===== src/rtl/uart_tx_fifo_pkg.sv =====
// Shared definitions for the UART transmit path: FSM state encoding and
// frame geometry. Kept in a package so a future UART receive checker can
// reuse the same encodings.
package uart_tx_fifo_pkg;

  // Number of data bits per frame and total bits per frame (start + data + stop)
  localparam int UART_DATA_BITS  = 8;
  localparam int UART_FRAME_BITS = 10;

  // Transmit FSM states, 2-bit encoding
  typedef enum logic [1:0] {
    ST_IDLE  = 2'd0,
    ST_START = 2'd1,
    ST_DATA  = 2'd2,
    ST_STOP  = 2'd3
  } tx_state_e;

endpackage


===== src/rtl/uart_tx_fifo_sync_fifo.sv =====
// Single-clock FIFO used as the transmit queue. The head entry is always
// visible on dout_o. Occupancy comes from its own counter so that full and
// empty are unambiguous when the pointers wrap. A push is accepted only when
// the registered full flag is low, even if a pop happens in the same cycle.
module uart_tx_fifo_sync_fifo #(
  parameter int DW = 8,
  parameter int AW = 4
) (
  input  logic          clk_i,
  input  logic          rst_i,
  input  logic          push_i,
  input  logic [DW-1:0] din_i,
  input  logic          pop_i,
  output logic [DW-1:0] dout_o,
  output logic          full_o,
  output logic          empty_o,
  output logic [AW:0]   level_o,
  output logic          overflow_o
);

  localparam int DEPTH = 1 << AW;

  logic [DW-1:0] mem_q [DEPTH];
  logic [AW-1:0] wptr_q;
  logic [AW-1:0] rptr_q;
  logic [AW:0]   level_q;
  logic [AW:0]   level_d;
  logic          full_q;
  logic          empty_q;
  logic          overflow_q;
  logic          push_ok_s;
  logic          pop_ok_s;

  assign push_ok_s = push_i && !full_q;
  assign pop_ok_s  = pop_i && !empty_q;

  // Next occupancy: push and pop together leave the level unchanged
  always_comb begin
    level_d = level_q;
    if (push_ok_s && !pop_ok_s) begin
      level_d = level_q + (AW+1)'(1);
    end else if (pop_ok_s && !push_ok_s) begin
      level_d = level_q - (AW+1)'(1);
    end else begin
      level_d = level_q;
    end
  end

  // Storage array; contents need no reset because the level gates every read
  always_ff @(posedge clk_i) begin
    if (push_ok_s) begin
      mem_q[wptr_q] <= din_i;
    end
  end

  // Pointers, occupancy, flags and the overflow pulse
  always_ff @(posedge clk_i or posedge rst_i) begin
    if (rst_i) begin
      wptr_q     <= '0;
      rptr_q     <= '0;
      level_q    <= '0;
      full_q     <= 1'b0;
      empty_q    <= 1'b1;
      overflow_q <= 1'b0;
    end else begin
      if (push_ok_s) begin
        wptr_q <= wptr_q + AW'(1);
      end
      if (pop_ok_s) begin
        rptr_q <= rptr_q + AW'(1);
      end
      level_q    <= level_d;
      full_q     <= (level_d == (AW+1)'(DEPTH));
      empty_q    <= (level_d == '0);
      overflow_q <= push_i && full_q;
    end
  end

  assign dout_o     = mem_q[rptr_q];
  assign full_o     = full_q;
  assign empty_o    = empty_q;
  assign level_o    = level_q;
  assign overflow_o = overflow_q;

endmodule


===== src/rtl/uart_tx_fifo.sv =====
// 8N1 UART transmitter fed by a write-side FIFO. Queued bytes are sent LSB
// first, CLKS_PER_BIT clocks per bit, with no idle gap between frames while
// data is queued and tx_en is high. Dropping tx_en lets the current frame
// finish and then holds the line idle with the queue intact.
module uart_tx_fifo
  import uart_tx_fifo_pkg::*;
#(
  parameter int CLKS_PER_BIT = 16,
  parameter int FIFO_AW      = 4
) (
  input  logic               HCLK,
  input  logic               HRESET,
  input  logic [7:0]         wdata,
  input  logic               wr,
  input  logic               tx_en,
  output logic               tx,
  output logic               busy,
  output logic               full,
  output logic               empty,
  output logic [FIFO_AW:0]   level,
  output logic               overflow
);

  localparam int            PW        = (CLKS_PER_BIT > 2) ? $clog2(CLKS_PER_BIT) : 1;
  localparam logic [PW-1:0] PCNT_LAST = PW'(CLKS_PER_BIT - 1);
  localparam logic [2:0]    BCNT_LAST = 3'(UART_DATA_BITS - 1);

  tx_state_e     state_q;
  logic [PW-1:0] pcnt_q;
  logic [2:0]    bcnt_q;
  logic [7:0]    shreg_q;
  logic          tx_q;
  logic          busy_q;

  logic [7:0]    head_s;
  logic          fifo_empty_s;
  logic          bit_end_s;
  logic          can_start_s;
  logic          pop_s;

  uart_tx_fifo_sync_fifo #(
    .DW (8),
    .AW (FIFO_AW)
  ) u_fifo (
    .clk_i      (HCLK),
    .rst_i      (HRESET),
    .push_i     (wr),
    .din_i      (wdata),
    .pop_i      (pop_s),
    .dout_o     (head_s),
    .full_o     (full),
    .empty_o    (fifo_empty_s),
    .level_o    (level),
    .overflow_o (overflow)
  );

  assign bit_end_s   = (pcnt_q == PCNT_LAST);
  assign can_start_s = tx_en && !fifo_empty_s;

  // Pop the head whenever a new frame is launched (from idle or at stop end)
  always_comb begin
    pop_s = 1'b0;
    case (state_q)
      ST_IDLE: pop_s = can_start_s;
      ST_STOP: pop_s = can_start_s && bit_end_s;
      default: pop_s = 1'b0;
    endcase
  end

  // Frame sequencer: prescaler, bit counter, shift register and registered line
  always_ff @(posedge HCLK or posedge HRESET) begin
    if (HRESET) begin
      state_q <= ST_IDLE;
      pcnt_q  <= '0;
      bcnt_q  <= 3'd0;
      shreg_q <= 8'h00;
      tx_q    <= 1'b1;
      busy_q  <= 1'b0;
    end else begin
      case (state_q)
        ST_IDLE: begin
          pcnt_q <= '0;
          if (can_start_s) begin
            shreg_q <= head_s;
            tx_q    <= 1'b0;
            busy_q  <= 1'b1;
            state_q <= ST_START;
          end else begin
            tx_q    <= 1'b1;
            busy_q  <= 1'b0;
          end
        end
        ST_START: begin
          if (bit_end_s) begin
            pcnt_q  <= '0;
            bcnt_q  <= 3'd0;
            tx_q    <= shreg_q[0];
            state_q <= ST_DATA;
          end else begin
            pcnt_q  <= pcnt_q + PW'(1);
          end
        end
        ST_DATA: begin
          if (bit_end_s) begin
            pcnt_q <= '0;
            if (bcnt_q == BCNT_LAST) begin
              tx_q    <= 1'b1;
              state_q <= ST_STOP;
            end else begin
              bcnt_q  <= bcnt_q + 3'd1;
              shreg_q <= {1'b0, shreg_q[7:1]};
              tx_q    <= shreg_q[1];
            end
          end else begin
            pcnt_q <= pcnt_q + PW'(1);
          end
        end
        ST_STOP: begin
          if (bit_end_s) begin
            pcnt_q <= '0;
            if (can_start_s) begin
              // Next frame starts with no idle cycle after the stop bit
              shreg_q <= head_s;
              tx_q    <= 1'b0;
              state_q <= ST_START;
            end else begin
              busy_q  <= 1'b0;
              state_q <= ST_IDLE;
            end
          end else begin
            pcnt_q <= pcnt_q + PW'(1);
          end
        end
        default: begin
          state_q <= ST_IDLE;
          pcnt_q  <= '0;
          tx_q    <= 1'b1;
          busy_q  <= 1'b0;
        end
      endcase
    end
  end

  assign tx    = tx_q;
  assign busy  = busy_q;
  assign empty = fifo_empty_s;

endmodule


===== config.mk =====
export PLATFORM = sky130hd
export DESIGN_NAME = uart_tx_fifo
export DESIGN_NICKNAME = d
export VERILOG_FILES = /design/src/rtl/uart_tx_fifo_pkg.sv /design/src/rtl/uart_tx_fifo_sync_fifo.sv /design/src/rtl/uart_tx_fifo.sv
export SDC_FILE = /design/constraint.sdc
export NUM_CORES = 1
export LEC_CHECK = 0
export BUFFER_PORTS_ARGS = -buffer_cell sky130_fd_sc_hd__clkbuf_2
export CAP_MARGIN = 20
export CORE_MARGIN = 1.5
export CORE_UTILIZATION = 41
export DETAILED_ROUTE_END_ITERATION = 8
export PLACE_DENSITY = 0.64
export SYNTH_ARGS = -nofsm -noshare
export SYNTH_HDL_FRONTEND = slang
export SYNTH_SLANG_ARGS = --single-unit

===== constraint.sdc =====
create_clock -name HCLK -period 4.3 [get_ports HCLK]
set_input_delay 0.86 -clock HCLK [delete_from_list [all_inputs] [get_ports HCLK]]
set_output_delay 0.86 -clock HCLK [all_outputs]
set_load 0.01 [all_outputs]

==> impl_metrics.prom <==
# TYPE chip_impl_metric gauge
chip_impl_metric{name="worst_case_register_to_register_setup_slack",unit="ns"} 1.78
chip_impl_metric{name="detail-route-antenna-nets",unit=""} 0
chip_impl_info{name="critical_path.endpoint_type",value="register"} 1
chip_impl_info{name="critical_path.startpoint_type",value="register"} 1
chip_impl_metric{name="clk_transition_reported_paths",unit="ns"} 0.06
chip_impl_info{name="outcome",value="complete, no violations"} 1
chip_impl_metric{name="final-setup-viol-count",unit=""} 0
chip_impl_info{name="timing.hold.worst.class",value="reg -> reg"} 1
chip_impl_metric{name="hold_ws",unit="ns"} 0.501
chip_impl_metric{name="ys_ff_latch",unit=""} 163
chip_impl_metric{name="fraction_of_the_yosys_area_taken_by_sequential_cells",unit=""} 0.678
chip_impl_metric{name="synth_top_cell_area_share",unit=""} 0.552
chip_impl_metric{name="timing.clock.skew",unit="ns"} 0.0137
chip_impl_metric{name="detailedRoute.firstPassIterationCount",unit=""} 5
chip_impl_metric{name="ys_async_sr_fraction",unit=""} 0.215
chip_impl_info{name="post_synth_main_area_contributors",value="edfxtp_1 55%, dfrtp_1 12%, mux4_2 7.8%"} 1
chip_impl_metric{name="grt_first_pass_wirelength",unit="mm"} 21.9
chip_impl_metric{name="gp_congestion",unit=""} 0.805
chip_impl_metric{name="htree_num_levels",unit=""} 4
chip_impl_metric{name="design.die.area",unit="um2"} 17800
chip_impl_metric{name="highest_fanout_seen_on_the_critical_path",unit=""} 15
chip_impl_metric{name="worst_slack",unit="ns"} 1.78
chip_impl_metric{name="synth_edf_count",unit=""} 128
chip_impl_metric{name="rows",unit=""} 47
chip_impl_metric{name="final_nets",unit=""} 482
chip_impl_metric{name="critical_path_arrival",unit="ns"} 2.79
chip_impl_metric{name="synth.distinct_cells",unit=""} 51
chip_impl_metric{name="core",unit="um2"} 16600
chip_impl_metric{name="gr-total-overflow",unit=""} 0
chip_impl_metric{name="post_cts.resized_instances",unit=""} 0
chip_impl_info{name="clock_tree_from_tritoncts",value="built"} 1
chip_impl_metric{name="critPathRequiredTime",unit="ns"} 4.57
chip_impl_metric{name="cts_hold_repair.buffers",unit=""} 0
chip_impl_info{name="clockRootBuffer",value="clkbuf_16"} 1
chip_impl_info{name="library_cell_with_the_highest_instance_count_after_synthesis",value="edfxtp_1"} 1
chip_impl_metric{name="relSlewSlack",unit=""} 0.389
chip_impl_metric{name="dpl-instance-area",unit="um2"} 7280
chip_impl_metric{name="initial_utilization",unit=""} 0.420
chip_impl_metric{name="drt-wirelength-per-cell",unit="um"} 20.5
chip_impl_metric{name="drt_iter0_drc",unit=""} 298
chip_impl_metric{name="first_global_vias",unit=""} 3713
chip_impl_metric{name="detailroute.via_count",unit=""} 3690
chip_impl_metric{name="vdd_ir_drop_max",unit="uV"} 475
chip_impl_metric{name="final_max_slew_viol_count",unit=""} 0
chip_impl_metric{name="drc",unit=""} 0
chip_impl_info{name="unrepaired_setup_endpoints_after_global_routing",value="no"} 1
chip_impl_metric{name="transition_at_the_pin_with_the_smallest_max_transition_slack",unit="ns"} 0.916
chip_impl_metric{name="die_y",unit="um"} 133
chip_impl_metric{name="netlist_area_pre_place",unit="um2"} 6960
chip_impl_metric{name="synth_nets",unit=""} 452
chip_impl_metric{name="clock_latency_late_sink",unit="ns"} 0.43
chip_impl_metric{name="utilization",unit=""} 0.477
chip_impl_info{name="worstSetupPathType",value="reg -> reg"} 1
chip_impl_metric{name="power.share.sequential",unit=""} 0.425
chip_impl_metric{name="dpl.hpwl",unit="mm"} 9.26
chip_impl_metric{name="power.static_leakage",unit="nW"} 2.82
chip_impl_metric{name="dp_slack",unit="ns"} 1.71
chip_impl_metric{name="crit_share_post_route",unit=""} 0.586
chip_impl_metric{name="final_hold_violations",unit=""} 0
chip_impl_metric{name="internal_power_summed_over_all_cells",unit="mW"} 3.65
chip_impl_metric{name="syn_avg_cell_area",unit="um2"} 16.4
chip_impl_metric{name="cts_post_setup_buffers_inserted",unit=""} 0
chip_impl_info{name="top_cell_types_by_occurrence_after_synthesis",value="128 x edfxtp_1, 33 x dfrtp_1, 29 x nand2_1"} 1
chip_impl_metric{name="finalSetupTns",unit="ns"} 0
chip_impl_metric{name="place.port_buffers",unit=""} 21
chip_impl_metric{name="maxCapViolCount",unit=""} 0
chip_impl_metric{name="design_area",unit="um2"} 7900
chip_impl_metric{name="io_pins",unit=""} 22
chip_impl_metric{name="wl",unit="mm"} 14.1
chip_impl_metric{name="cts.sinks",unit=""} 163
chip_impl_metric{name="fmax",unit="GHz"} 0.397
chip_impl_metric{name="syn-instance-count",unit=""} 424
chip_impl_metric{name="power.switching_fraction",unit=""} 0.322
chip_impl_metric{name="finalCriticalPeriod",unit="ns"} 2.52
chip_impl_metric{name="grt_max_degree",unit=""} 36
chip_impl_metric{name="die_w",unit="um"} 133
chip_impl_metric{name="cts_buffers",unit=""} 17
chip_impl_metric{name="max-clock-path-buffers",unit=""} 2
chip_impl_metric{name="switching_power",unit="mW"} 1.73
chip_impl_metric{name="antenna_found_initial",unit=""} 0
chip_impl_metric{name="synth-warning-count",unit=""} 0
chip_impl_metric{name="antenna_cells",unit=""} 0
chip_impl_metric{name="clock_power_share",unit=""} 0.301
chip_impl_metric{name="layout-drive-gt1-share",unit=""} 0.203
chip_impl_metric{name="groute.usage.overall",unit=""} 0.169
chip_impl_metric{name="comb_power_share",unit=""} 0.275
chip_impl_info{name="post-synth-top-area-cell",value="edfxtp_1"} 1
chip_impl_metric{name="route.detailed.vias_per_inst",unit=""} 5.37
chip_impl_info{name="ys.flop_type",value="edfxtp_1"} 1
chip_impl_metric{name="p_per_area",unit="nW/um2"} 681
chip_impl_metric{name="layout-area-overhead-vs-synth",unit="%"} 13.5
-- metrics by stage --
step | std cells | total power [mW]
after floorplan | 424 | 3.37
after global placement | 655 | 3.76
after detailed placement | 655 | 3.80
after CTS | 687 | 5.42
after global routing | 687 | 5.65
final | 687 | 5.38
-- critical path: stages (launching register included) --
cell and delay [ns]:
dfrtp_1 0.40, inv_1 0.11, ha_1 0.42, or3b_1 0.57, a211oi_4 0.45, o21ai_0 0.18, a21oi_1 0.19, a41oi_1 0.06
-- cell usage in the layout, fill, tap and decap left out, types with 3 or more instances in the layout --
cell type,n
xnor2_1,7
a21oi_1,15
clkbuf_16,17
inv_6,5
ha_1,16
mux4_1,3
nand3_1,5
nor2_1,12
a22o_1,4
nor2b_1,9
dfrtp_1,32
xor2_1,3
and2_1,18
mux2_2,4
mux4_2,24
and3_1,6
clkbuf_2,21
nor3_1,4
nand2_1,29
nand4_1,4
buf_4,5
o21ai_1,6
bufinv_16,4
nand2b_1,4
a31oi_1,6
inv_1,11
mux2i_1,13
edfxtp_1,128
o21ai_0,10
a221o_1,5
-- registers in the layout, indices dropped and copies added, names as in the netlist, 2 cells and up --
signal          cells
bcnt_q              3
pcnt_q              4
shreg_q             8
state_q             2
u_fifo.level_o      5
u_fifo.mem_q      128
u_fifo.rptr_q       4
u_fifo.wptr_q       4
-- kinds of logic (layout without fill, tap and decap cells) --
kind of cell	after synthesis	in the layout	synth area share
buffers and inverters	26	69	0.0212
and+or+nand+nor	103	103	0.0801
DFF	163	163	0.678
AOI/OAI and AO/OA	60	60	0.0595
xor gates and xnor gates	11	11	0.0149
adders and majority gates	16	16	0.0288
muxes	45	45	0.117
-- path summary, 6_finish.rpt --
kind / start / to / cells past startpoint
max in group asynchronous: HRESET / u_fifo.rptr_q[1] / 3
max reg2reg: state_q[0] / shreg_q[7] / 7
min in group asynchronous: HRESET / u_fifo.level_o[4] / 3
max: state_q[0] / shreg_q[7] / 7
min: shreg_q[3] / shreg_q[3] / 2
min reg2reg: shreg_q[3] / shreg_q[3] / 2
-- power groups by stage --
stage	clock (mW)	sequential, mW	combinational (mW)
after global placement	0	2.30	1.46
final	1.62	2.28	1.48
after detailed placement	0	2.31	1.49
after CTS	1.64	2.29	1.49
after global routing	1.70	2.33	1.61
after floorplan	0	2.15	1.21
-- routing by layer --
layer / GRT usage / share of wire
met4: 0.0640 / 0.017
met2: 0.263 / 0.49
met3: 0.0381 / 0.041
met5: 0 / 0
met1: 0.233 / 0.45
-- cell type report --
type	instances	area, um2
clock buffer	19	433
clock inverter	13	194
fill	1408	8680
inverter	11	41.3
multi-input combinational	235	2090
sequential	163	4720
tap	220	275
timing repair buffer	26	143
Power figures use the tool's default switching activity.
